[src/rtl/dodge_object_engine.sv]
// Falling-obstacle engine: 10 slots, LFSR-placed spawns, per-frame motion and bottom retirement.
// One frame is a tick wait, a 10-cycle slot walk, a spawn cycle and a DONE strobe cycle.
module dodge_object_engine #(
  parameter int TICK_CYCLES = 833333,
  parameter int SPAWN_TICKS = 30,
  parameter int SPEED       = 2,
  parameter int Y_LIMIT     = 224
) (
  input  logic         CLOCK_50,
  input  logic         reset,
  input  logic         startgame,
  input  logic         gameover,
  output logic [179:0] objCoordcomb,
  output logic         imagedone,
  output logic         running,
  output logic [15:0]  score
);

  localparam int          NSLOT      = 10;
  localparam logic [31:0] TICK_LAST  = 32'(TICK_CYCLES - 1);
  localparam logic [15:0] SPAWN_LAST = 16'(SPAWN_TICKS - 1);
  localparam logic [8:0]  SPEED_9    = 9'(SPEED);
  localparam logic [8:0]  Y_LIMIT_9  = 9'(Y_LIMIT);
  localparam logic [8:0]  X_MAX      = 9'd304;
  localparam logic [15:0] LFSR_SEED  = 16'hACE1;

  typedef enum logic [2:0] {
    IDLE      = 3'd0,
    WAIT_TICK = 3'd1,
    UPDATE    = 3'd2,
    SPAWN     = 3'd3,
    DONE      = 3'd4
  } state_t;

  state_t                      r_state;
  state_t                      w_state_nxt;
  logic [31:0]                 r_tick_cnt;
  logic [3:0]                  r_slot_idx;
  logic [15:0]                 r_spawn_cnt;
  logic [15:0]                 r_lfsr;
  logic [15:0]                 r_score;
  logic [NSLOT-1:0][17:0]      r_slot;

  logic                        w_abort;
  logic                        w_tick_end;
  logic [15:0]                 w_lfsr_nxt;
  logic [8:0]                  w_rnd;
  logic [8:0]                  w_sx;
  logic [17:0]                 w_cur;
  logic [8:0]                  w_ny;
  logic                        w_retire;
  logic                        w_free_vld;
  logic [3:0]                  w_free_idx;

  // gameover only matters while a game is in progress
  assign w_abort    = gameover && (r_state != IDLE);
  assign w_tick_end = (r_tick_cnt == TICK_LAST);
  assign w_lfsr_nxt = {r_lfsr[0] ^ r_lfsr[2] ^ r_lfsr[3] ^ r_lfsr[5], r_lfsr[15:1]};

  // Fold x values past the right edge back by 256 so a 16-px object stays on screen
  assign w_rnd = r_lfsr[8:0];
  assign w_sx  = (w_rnd > X_MAX) ? (w_rnd - 9'd256) : w_rnd;

  always_comb begin
    w_cur = '0;
    for (int i = 0; i < NSLOT; i++) begin
      if (r_slot_idx == 4'(i)) w_cur = r_slot[i];
    end
  end

  assign w_ny     = {1'b0, w_cur[16:9]} + SPEED_9;
  assign w_retire = w_cur[17] && (w_ny > Y_LIMIT_9);

  always_comb begin
    w_free_vld = 1'b0;
    w_free_idx = '0;
    for (int i = NSLOT - 1; i >= 0; i--) begin
      if (!r_slot[i][17]) begin
        w_free_vld = 1'b1;
        w_free_idx = 4'(i);
      end
    end
  end

  always_ff @(posedge CLOCK_50 or negedge reset) begin
    if (!reset) r_state <= IDLE;
    else        r_state <= w_state_nxt;
  end

  always_comb begin
    w_state_nxt = r_state;
    imagedone   = 1'b0;
    running     = (r_state != IDLE);
    case (r_state)
      IDLE:      if (startgame) w_state_nxt = WAIT_TICK;
      WAIT_TICK: if (w_tick_end) w_state_nxt = UPDATE;
      UPDATE:    if (r_slot_idx == 4'(NSLOT - 1)) w_state_nxt = SPAWN;
      SPAWN:     w_state_nxt = DONE;
      DONE: begin
        w_state_nxt = WAIT_TICK;
        imagedone   = !gameover;
      end
      default:   w_state_nxt = IDLE;
    endcase
    if (w_abort) w_state_nxt = IDLE;
  end

  always_ff @(posedge CLOCK_50 or negedge reset) begin
    if (!reset) begin
      r_tick_cnt  <= '0;
      r_slot_idx  <= '0;
      r_spawn_cnt <= '0;
      r_lfsr      <= LFSR_SEED;
      r_score     <= '0;
      r_slot      <= '0;
    end else if (w_abort) begin
      r_tick_cnt <= '0;
      r_slot_idx <= '0;
      r_slot     <= '0;
    end else begin
      case (r_state)
        IDLE: begin
          if (startgame) begin
            r_score     <= '0;
            r_spawn_cnt <= '0;
            r_tick_cnt  <= '0;
            r_slot_idx  <= '0;
            r_slot      <= '0;
          end
        end
        WAIT_TICK: begin
          if (w_tick_end) begin
            r_tick_cnt <= '0;
            r_slot_idx <= '0;
            r_lfsr     <= w_lfsr_nxt;
          end else begin
            r_tick_cnt <= r_tick_cnt + 32'd1;
          end
        end
        UPDATE: begin
          r_slot_idx <= r_slot_idx + 4'd1;
          for (int i = 0; i < NSLOT; i++) begin
            if ((r_slot_idx == 4'(i)) && w_cur[17]) begin
              r_slot[i] <= w_retire ? 18'd0 : {1'b1, w_ny[7:0], w_cur[8:0]};
            end
          end
          if (w_retire && (r_score != 16'hFFFF)) r_score <= r_score + 16'd1;
        end
        SPAWN: begin
          // A full playfield silently drops the spawn but still restarts the interval
          if (r_spawn_cnt == SPAWN_LAST) begin
            r_spawn_cnt <= '0;
            for (int i = 0; i < NSLOT; i++) begin
              if (w_free_vld && (w_free_idx == 4'(i))) r_slot[i] <= {1'b1, 8'd0, w_sx};
            end
          end else begin
            r_spawn_cnt <= r_spawn_cnt + 16'd1;
          end
        end
        DONE:    r_tick_cnt <= '0;
        default: r_tick_cnt <= '0;
      endcase
    end
  end

  assign objCoordcomb = r_slot;
  assign score        = r_score;

endmodule

[config.mk]
export PLATFORM = sky130hd
export DESIGN_NAME = dodge_object_engine
export DESIGN_NICKNAME = d
export VERILOG_FILES = /design/src/rtl/dodge_object_engine.sv
export SDC_FILE = /design/constraint.sdc
export NUM_CORES = 1
export LEC_CHECK = 0
export CAP_MARGIN = 10
export CORE_MARGIN = 4
export CORE_UTILIZATION = 59
export CTS_CLUSTER_DIAMETER = 60
export DETAILED_ROUTE_END_ITERATION = 7
export GPL_TIMING_DRIVEN = 0
export PLACE_DENSITY = 0.95
export SYNTH_ARGS = -nofsm -noshare
export SYNTH_HDL_FRONTEND = slang
export SYNTH_SLANG_ARGS = --single-unit
[constraint.sdc]
create_clock -name CLOCK_50 -period 9.4 [get_ports CLOCK_50]
set_input_delay 1.88 -clock CLOCK_50 [delete_from_list [all_inputs] [get_ports CLOCK_50]]
set_output_delay 1.88 -clock CLOCK_50 [all_outputs]
set_load 0.05 [all_outputs]
==> summary.txt <==
Status
  • Status: complete, no violations

Power
  • Pwr/cell area: 201.4 nW/um^2
  • Peak VDD IR: about 0.22 mV
  • Overall power: ~3400 uW
  • Pleak: 0.007137 uW

Synth
  • Post-synthesis compound-gate area fraction: roughly a quarter
  • Simple-Gate Fraction of Synth Area: a little under a fifth
  • Synth Area in XOR/XNOR: between 2 and 3%
  • Yosys warns: 0
  • Synth Register Bits: 267
  • Number of flops mapped to enable cells by yosys: 0
  • Synth async-reset ratio: 100.0%
  • Main combinational cell family by area after synthesis: compound AO/OA/AOI/OAI gates
  • Syn Area/Cell: around 9.4 sq um
  • Fraction of synthesized area in multiplexers: under 10%
  • Net Count, Synth: 1,469
  • Library cells used by synthesis: 80
  • Primary FF master, synth: dfrtp_1
  • Adder-cell share of the synthesized area: less than 1%
  • Synthesized cell area: between 10,000 and 15,000 sq um
  • Post-Syn Instances: roughly 1,500
  • Seq/Total Area, Yosys: between 40 and 50%

Placement
  • Placed Cells: 1,942
  • Pre-CTS WS: 4080 ps
  • Post-DP HPWL: roughly 32 mm
  • GPL Wtd Cong: about 1.0
  • Port Buf Inserts: 200

Worst setup path
  • CP bufs+invs: 3
  • CP arrival: around 3500 ps
  • Crit-path cells: clkbuf_1, inv_1, nand2_1, nor3_1, clkdlybuf4s50_1
  • Largest stage delay on the critical path: around 890 ps
  • Slowest cell on crit path: clkdlybuf4s50_1
  • CP required: about 7500 ps
  • Worst setup EP type: output port
  • Crit-path leading delay family: buffers and inverters
  • CP Launch Type: primary input
  • Crit Path Class: in2out
  • Crit path max fanout: 7

Clocking
  • CTS Root Cell: clkbuf_16
  • CTS max path bufs: 3
  • TritonCTS Sinks: about 270
  • Hold_buf cts: 0
  • CTS tree: built
  • TritonCTS Buffers: 28
  • CTS clk-pin slew, worst paths: 60 ps
  • Postcts setup bufs: 0
  • Clock Latency Late Sink: roughly 550 ps
  • CTS resizes: 0
  • H-tree levels: 1

Layout
  • Area Overhead vs Synth: 24.88%
  • Finished Layout Cells: between 1,500 and 2,000
  • Most frequent cells in the layout: dfrtp_1, clkdlybuf4s50_1, nand2_1, nor2_1, o21ai_0
  • Layout Nets: roughly 1,700
  • Share of cells above drive strength 1: between 8 and 9%
  • Most common cell after layout, fill and taps aside: dfrtp_1

Routing
  • Routed WL per cell: about 23 um
  • Routed WL: 45.15 mm
  • # DRC: 0
  • Routed Antenna Nets: 0
  • DRT Pass-1 Iters: 6
  • Vias post-DR: 13,437
  • Vias per cell: between 6 and 7
  • Initial drt markers: roughly 1,700

Die
  • I/O Pins: just over 200
  • Die Y: 160.0 um
  • Starting Density: around 60%
  • Core area: about 23,000 sq um
  • Die area: 25,600 sq um
  • Die W: 160.0 um
  • Std-Cell Rows: 55

STA
  • Final Slew Violations: 0
  • Fin crit share: 56.98%
  • Fmax: about 190 MHz
  • Slew @ Worst Pin: about 1300 ps
  • Unrepaired setup endpoints after global routing: false
  • Slew margin rel.: 13.51%
  • Clock Skews: around 13 ps
  • Endpoints failing setup: 0
  • Setup TNS: 0 ps
  • Final setup margin: between 4000 and 5000 ps
  • Fin crit period: between 5000 and 6000 ps
  • Final hold violations: 0

Global route
  • Total track usage: between 30% and 40%
  • GRT overflow: 0
  • Vias in the first global route: ~13,000
  • First-pass GRT wire length: 71.49 mm
  • Initial antenna violation count: 0
  • Largest net degree at the start of global routing: between 100 and 150

Flow run
  • Max-Cap Viols: 0

Worst hold path
  • Min-Delay Path Class: reg2reg
[power breakdown]
part	switching, uW	internal (uW)
registers	119	1250
logic	630	270
clock network	455	705
total	1200	2220
[cells by family after synthesis]
logic type                 count (synthesis)
AOI/OAI and AO/OA                        478
xor gates and xnor gates                  41
adders and majority gates                 10
buffers and inverters                    120
DFF                                      267
muxes                                     17
and+or+nand+nor                          522
[state kept, by name (all words and copies together) (netlist names)]
signal and count:
score 16, r_spawn_cnt 16, objCoordcomb 180, r_slot_idx 4, r_tick_cnt 32, r_lfsr 16
r_state 3
[through the flow]
stage                     hold WS, ps  area, sq um  utilization (%)
after floorplan                 460.1        13630                -
after global placement          484.3        15990            70.40
after detailed placement        495.0        16050            70.67
after CTS                       501.6        17020            74.94
after global routing            529.2        17020            74.94
final                           502.2        17020            74.95
[cells in the mapped netlist (8+ instances only)]
library cell  number  share of area (%)
dfstp_2            8                1.5
nand2b_1          10               0.46
nor2_1           159                4.4
o21ai_0          137                5.0
xnor2_1           11               0.71
a221oi_1          26                1.7
nand3_1           37                1.4
nand2_1          174                4.8
o21ai_2           12               0.77
a31oi_1           94                4.3
a21o_1             9               0.50
buf_4             10               0.55
buf_2             17               0.62
o211ai_1          11               0.61
inv_1             26               0.72
clkbuf_1          54                1.5
a22oi_1           12               0.66
and3_1            17               0.78
xor2_1            30                1.9
nor2b_1           22                1.0
o22ai_1           13               0.60
ha_1              10               0.92
o211ai_2          11                1.0
a21oi_1           65                2.4
nor4_1             8               0.37
o31ai_1           12               0.66
nor3_1            20               0.73
and3b_1           13               0.84
mux2_2            15                1.2
nand4_1           13               0.60
dfrtp_1          259                 48
o21a_1             9               0.50
or3_1             10               0.46
[worst register-to-register path: cells and delay by family, from the launching register on]
family	cells	cell delay [ps]
compound gates	6	2300
buf+inv	4	720
flops	1	450
fa+ha+maj	2	510
simple gates	2	830
[metal layers]
metal	up-vias	track usage (%)	share of wire (%)	wire length, um
met5	-	0	0	0
met4	0	15.10	4.8	2176
met3	207	7.845	11	4988
met2	982	54.91	47	21200
met1	6474	44.46	37	16790
li1	5774	-	-	-
[layout make-up]
| class | count | area [sq um] |
|---|---|---|
| diodes | 1 | 2.502 |
| plain buffers | 94 | 464.2 |
| clock buffers | 42 | 854.6 |
| clock inverters | 8 | 115.1 |
| fillers | 1542 | 5689 |
| inverters | 26 | 97.59 |
| multi-input cells | 1068 | 6376 |
| flip-flops and latches | 267 | 6691 |
| well taps | 285 | 356.6 |
| repair buffers | 202 | 2062 |
[final timing paths]
kind / start / slack [ps] / end / cells after the start
setup / recovery: gameover / 4040 / imagedone / 5
hold / removal: r_lfsr[14] / 500 / r_lfsr[14] / 1
setup reg to reg: r_slot_idx[1] / 4420 / objCoordcomb[11] / 14
hold reg to reg: r_lfsr[14] / 500 / r_lfsr[14] / 1
max in group asynchronous: reset / 6790 / objCoordcomb[84] / 3
min in group asynchronous: reset / 1280 / r_tick_cnt[23] / 1
Note: power is estimated with default switching activity, not from simulation.
